[config.mk]
export PLATFORM = sky130hd
export DESIGN_NAME = pipelined_csel_adder
export DESIGN_NICKNAME = d
export VERILOG_FILES = /design/src/rtl/pipelined_csel_adder.sv
export SDC_FILE = /design/constraint.sdc
export NUM_CORES = 1
export LEC_CHECK = 0
export BUFFER_PORTS_ARGS = -buffer_cell sky130_fd_sc_hd__buf_2
export CELL_PAD_IN_SITES_DETAIL_PLACEMENT = 0
export CELL_PAD_IN_SITES_GLOBAL_PLACEMENT = 1
export CORE_MARGIN = 8
export CORE_UTILIZATION = 42
export DETAILED_ROUTE_END_ITERATION = 10
export GPL_TIMING_DRIVEN = 1
export PLACE_DENSITY_LB_ADDON = 0.2
export REMOVE_ABC_BUFFERS = 1
export SYNTH_ARGS = -nofsm -noshare
export SYNTH_HDL_FRONTEND = slang
export SYNTH_SLANG_ARGS = --single-unit
[constraint.sdc]
create_clock -name clk -period 3.7 [get_ports clk]
set_input_delay 0.37 -clock clk [delete_from_list [all_inputs] [get_ports clk]]
set_output_delay 0.37 -clock clk [all_outputs]
set_load 0.01 [all_outputs]
[src/rtl/pipelined_csel_adder.sv]
// Pipelined carry-select adder/subtractor with valid/ready on both sides.
// Each stage resolves BLOCKS_PER_STAGE select blocks; the whole pipe advances in lock-step.
module pipelined_csel_adder #(
  parameter int WIDTH            = 16,
  parameter int BLOCK            = 4,
  parameter int BLOCKS_PER_STAGE = 2
) (
  input  logic             clk,
  input  logic             rst,
  input  logic             in_valid,
  output logic             in_ready,
  input  logic [WIDTH-1:0] a,
  input  logic [WIDTH-1:0] b,
  input  logic             cin,
  input  logic             sub,
  output logic             out_valid,
  input  logic             out_ready,
  output logic [WIDTH-1:0] sum,
  output logic             cout,
  output logic             overflow
);
  localparam int SW      = BLOCK * BLOCKS_PER_STAGE;
  localparam int NSTAGES = WIDTH / SW;

  if ((WIDTH % SW) != 0 || WIDTH < SW) begin : g_bad_cfg
    $error("pipelined_csel_adder: WIDTH must be a non-zero multiple of BLOCK*BLOCKS_PER_STAGE");
  end

  // Ripple a single block; returns {carry_out, sum}.
  function automatic logic [BLOCK:0] ripple(input logic [BLOCK-1:0] x,
                                            input logic [BLOCK-1:0] y,
                                            input logic             ci);
    logic [BLOCK:0]   c;
    logic [BLOCK-1:0] s;
    c[0] = ci;
    for (int i = 0; i < BLOCK; i++) begin
      s[i]   = x[i] ^ y[i] ^ c[i];
      c[i+1] = (x[i] & y[i]) | (x[i] & c[i]) | (y[i] & c[i]);
    end
    return {c[BLOCK], s};
  endfunction

  logic               adv;
  logic [NSTAGES-1:0] v_d, v_q;
  logic [NSTAGES-1:0] c_d, c_q;
  logic [WIDTH-1:0]   a_d   [NSTAGES];
  logic [WIDTH-1:0]   a_q   [NSTAGES];
  logic [WIDTH-1:0]   bx_d  [NSTAGES];
  logic [WIDTH-1:0]   bx_q  [NSTAGES];
  logic [WIDTH-1:0]   sum_d [NSTAGES];
  logic [WIDTH-1:0]   sum_q [NSTAGES];
  logic               ovf_d, ovf_q;

  assign adv = !v_q[NSTAGES-1] || out_ready;

  for (genvar gi = 0; gi < NSTAGES; gi++) begin : g_stage
    logic [WIDTH-1:0]            st_a, st_bx, st_sum, st_out;
    logic                        st_c;
    logic [BLOCKS_PER_STAGE:0]   bc;
    logic [SW-1:0]               ss;

    if (gi == 0) begin : g_in
      assign st_a    = a;
      assign st_bx   = sub ? ~b : b;
      assign st_sum  = '0;
      assign st_c    = sub | cin;
      assign v_d[gi] = in_valid & adv;
    end else begin : g_mid
      assign st_a    = a_q[gi-1];
      assign st_bx   = bx_q[gi-1];
      assign st_sum  = sum_q[gi-1];
      assign st_c    = c_q[gi-1];
      assign v_d[gi] = v_q[gi-1];
    end

    assign bc[0] = st_c;
    for (genvar gj = 0; gj < BLOCKS_PER_STAGE; gj++) begin : g_blk
      localparam int LO   = gj * BLOCK;
      localparam int BASE = gi * SW + LO;
      logic [BLOCK:0] r;
      if (gi == 0 && gj == 0) begin : g_ripple
        assign r = ripple(st_a[BASE +: BLOCK], st_bx[BASE +: BLOCK], bc[gj]);
      end else begin : g_csel
        logic [BLOCK:0] r0, r1;
        assign r0 = ripple(st_a[BASE +: BLOCK], st_bx[BASE +: BLOCK], 1'b0);
        assign r1 = ripple(st_a[BASE +: BLOCK], st_bx[BASE +: BLOCK], 1'b1);
        assign r  = bc[gj] ? r1 : r0;
      end
      assign ss[LO +: BLOCK] = r[BLOCK-1:0];
      assign bc[gj+1]        = r[BLOCK];
    end

    // Lower bits come from earlier stages, this stage fills its own slice.
    always_comb begin
      st_out              = st_sum;
      st_out[gi*SW +: SW] = ss;
    end

    assign a_d[gi]   = st_a;
    assign bx_d[gi]  = st_bx;
    assign sum_d[gi] = st_out;
    assign c_d[gi]   = bc[BLOCKS_PER_STAGE];

    if (gi == NSTAGES - 1) begin : g_last
      // Carry into the MSB is recovered as a^bx^sum at that bit.
      assign ovf_d = bc[BLOCKS_PER_STAGE] ^ st_a[WIDTH-1] ^ st_bx[WIDTH-1] ^ ss[SW-1];
    end
  end

  always_ff @(posedge clk) begin
    if (rst) begin
      v_q                <= '0;
      sum_q[NSTAGES-1]   <= '0;
      c_q[NSTAGES-1]     <= 1'b0;
      ovf_q              <= 1'b0;
    end else if (adv) begin
      v_q   <= v_d;
      c_q   <= c_d;
      ovf_q <= ovf_d;
      for (int k = 0; k < NSTAGES; k++) begin
        a_q[k]   <= a_d[k];
        bx_q[k]  <= bx_d[k];
        sum_q[k] <= sum_d[k];
      end
    end
  end

  assign in_ready  = adv;
  assign out_valid = v_q[NSTAGES-1];
  assign sum       = sum_q[NSTAGES-1];
  assign cout      = c_q[NSTAGES-1];
  assign overflow  = ovf_q;
endmodule

==> qor.json <==
{
  "floorplanning": {
    "initial_core_utilization_pct": 43.5,
    "fp.coreArea_sq_um": 5510,
    "pin_count": 58,
    "chipHeight_microns": 91.5,
    "die_area_sq_um": 8380,
    "fp-row-count": 27,
    "die_x_microns": 91.5
  },
  "timing": {
    "rsz0062_at_grt": "no",
    "setup_viol": 0,
    "final_period_minus_worst_setup_slack_ns": 2.79,
    "final.setup_skew_ns": 0.00304,
    "slew-limit-headroom_pct": 46.4,
    "totalNegativeSetupSlack_ns": 0,
    "final.setup.worst_slack_ns": 0.913,
    "tcrit_tclk_final_pct": 75.3,
    "max_slew.worst_pin.slew_ns": 0.804,
    "timing_hold_violations_final": 0,
    "fmax_mhz": 359,
    "slew_violations": 0
  },
  "yosys": {
    "yosysTopAreaCell": "edfxtp_1",
    "postSynthCellCount": 191,
    "async_reset_ff_share_pct": 0,
    "synth-edff-count": 41,
    "yosysMostFrequentCell": "edfxtp_1",
    "synthTopCellsByArea": "edfxtp_1, ha_1, xor2_1",
    "ys.flop_type": "edfxtp_1",
    "yosysWarningCount": 0,
    "syn_avg_cell_area_sq_um": 12.5,
    "seq_cells_post_synth": 45,
    "synth_unique_cells": 40,
    "netlist_area_before_placement_sq_um": 2400,
    "synth_top_area_share_pct": 51.4,
    "synth_sequential_area_ratio_pct": 54.7,
    "synth_common_cells": "edfxtp_1, nor2_1, xor2_1"
  },
  "clocking": {
    "cts_tree": "done",
    "cts_post_setup_buffers_inserted": 0,
    "ctsResizeCount": 0,
    "hold_buffers": 0,
    "cts_root_buf": "clkbuf_8",
    "cts_htree_levels": 2,
    "clk_pin_slew_worst_paths_ns": 0.08,
    "insertion_delay_ns": 0.28,
    "cts-root-to-sink-buffers": 2,
    "cts.sinks": 45,
    "cts_made_buffers": 5
  },
  "finish": {
    "layout-area-overhead-vs-synth_pct": 19.6,
    "antenna-diode-count": 0,
    "num-nets-final": 310,
    "drive_gt1_share_pct": 31.1
  },
  "power": {
    "power.ir.vdd_worst_v": 0.000176,
    "power-per-cell-area_nw_per_um2": 430,
    "p_leak_uw": 0.00126
  },
  "worst_setup_path": {
    "rr_startpoint": "a_q[0][9]",
    "timing.critical_path.mode_cell": "fa_1",
    "critical_path.startpoint_type": "input port",
    "timing.critical_path.cells": "buf_2 -> or2_2 -> fa_1 -> fa_1 -> inv_1 -> fa_1 -> fa_1 -> mux2i_1 -> nor2_1 -> o22a_1 -> nor2_1 -> o21bai_1",
    "timing.critical_path.required_ns": 3.74,
    "crit_path_max_fanout": 3,
    "ff2ff_path_depth": 7,
    "timing.critical_path.slowest_cell_delay_ns": 0.39,
    "r2r_end": "sum_q[1][14]",
    "cp_slowest_cell": "fa_1",
    "timing.critical_path.to_type": "flip-flop",
    "critical_path_type": "input port to flip-flop",
    "cp.arrival_ns": 2.83,
    "reg2reg_setup_slack_ns": 1.71
  },
  "grt": {
    "grt_util_all_layers_pct": 10.2,
    "grt_pass1_wl_microns": 6980,
    "grt_start_max_net_pins": 35,
    "grt_overflow": 0,
    "grt_pass1_vias": 1597,
    "number_of_antenna_violations_at_the_first_check_in_global_routing": 0
  },
  "job": {
    "max_cap_viol_count": 0
  },
  "outcome": {
    "run_status": "finished clean"
  },
  "hold_path": {
    "hold_path_startpoint": "a[9]",
    "min_path_cells": 1,
    "hold_end": "a_q[0][9]",
    "hp-class": "input port to flip-flop"
  },
  "routing": {
    "detailedRoute.firstPassIterationCount": 4,
    "vias": 1519,
    "detail_route.wl_per_cell_microns": 12.6,
    "detail_route.wirelength_microns": 4120,
    "via_per_inst": 4.66,
    "drcViolationCount": 0,
    "detail_route.iter0.violations": 64,
    "antenna_violating_nets_post_route": 0
  },
  "placement": {
    "placement.setup.worst_slack_ns": 0.584,
    "port_buffers": 57,
    "dpl.hpwl_microns": 3290,
    "rd_place_congestion": 0.717
  }
}
[power breakdown]
part / internal, uW / switching (uW) / leakage (uW)
Combinational: 123 / 134 / 0.000748
Clock: 169 / 153 / 0.0000542
Sequential: 632 / 21.5 / 0.000460
Total: 924 / 309 / 0.00126
[how the worst max path moves through the flow]
stage	to	cells after the start	slack (ns)	from
finish	c_q[0]	12	0.91	sub
global route	sum_q[0][7]	12	0.78	sub
CTS	sum_q[0][7]	12	0.90	sub
detailed placement	sum_q[0][7]	12	0.58	sub
global placement	c_q[0]	12	0.63	sub
floorplan	c_q[0]	11	0.89	sub
[cell usage in the layout, fill, tap and decap left out, types with 2 or more instances in the layout]
| cell | netlist | layout |
|---|---|---|
| a21oi_1 | 4 | 4 |
| nand2b_1 | 5 | 5 |
| o21ai_0 | 4 | 4 |
| fa_1 | 4 | 4 |
| ha_1 | 15 | 15 |
| and2_1 | 9 | 9 |
| buf_2 | 2 | 57 |
| edfxtp_1 | 41 | 41 |
| nor2b_1 | 2 | 2 |
| nand2_1 | 3 | 3 |
| xnor2_1 | 10 | 10 |
| or2_2 | 3 | 3 |
| inv_1 | 14 | 14 |
| and3_1 | 2 | 2 |
| or3_1 | 4 | 4 |
| a21oi_2 | 2 | 2 |
| mux2i_1 | 2 | 2 |
| dfxtp_1 | 4 | 4 |
| xor2_1 | 18 | 18 |
| clkbuf_8 | 0 | 7 |
| nor2_1 | 23 | 23 |
[registers in the layout (all words and copies together), names as in the netlist]
| name | flops |
|---|---|
| a_q | 8 |
| bx_q | 8 |
| c_q | 2 |
| overflow | 1 |
| sum_q | 24 |
| v_q | 2 |
[per-stage QoR]
step | area [sq um] | util [%] | power [uW] | cells | hold slack [ns]
after floorplan | 2380 | - | 839 | 188 | 0.426
after global placement | 2770 | 50.2 | 924 | 318 | 0.443
after detailed placement | 2770 | 50.2 | 930 | 318 | 0.453
after CTS | 2870 | 52.1 | 1260 | 326 | 0.240
after global routing | 2870 | 52.1 | 1300 | 326 | 0.239
final | 2870 | 52.1 | 1230 | 326 | 0.255
[per-layer routing]
metal,vias up,global-route usage [%],part of all wire (%)
met3,2,3.13,5.6
met4,0,4.50,0.83
met1,702,10.2,40
met5,-,0,0
li1,781,-,-
met2,34,19.0,53
[worst max-delay path: cells and delay by family]
kind	cells	cell delay, ns
fa+ha+maj	4	1.16
simple gates	3	0.56
mux	1	0.28
compound gates	2	0.27
buf+inv	2	0.19
[area by class of cell]
cell class	instances	area, sq um
Inverter	15	56.3
Timing Repair Buffer	58	293
Clock inverter	1	5.00
Tap cell	72	90.1
Clock buffer	7	96.3
Multi-Input combinational cell	128	1010
Sequential cell	45	1310
Fill cell	510	2640
[kinds of logic after synthesis]
family	Yosys count	synth area share (%)
simple gates	58	13.8
flops	45	54.7
xor+xnor	28	10.2
compound gates	21	6.32
fa+ha+maj	19	11.2
buf+inv	18	2.92
mux	2	0.836
Power figures use the tool's default switching activity.
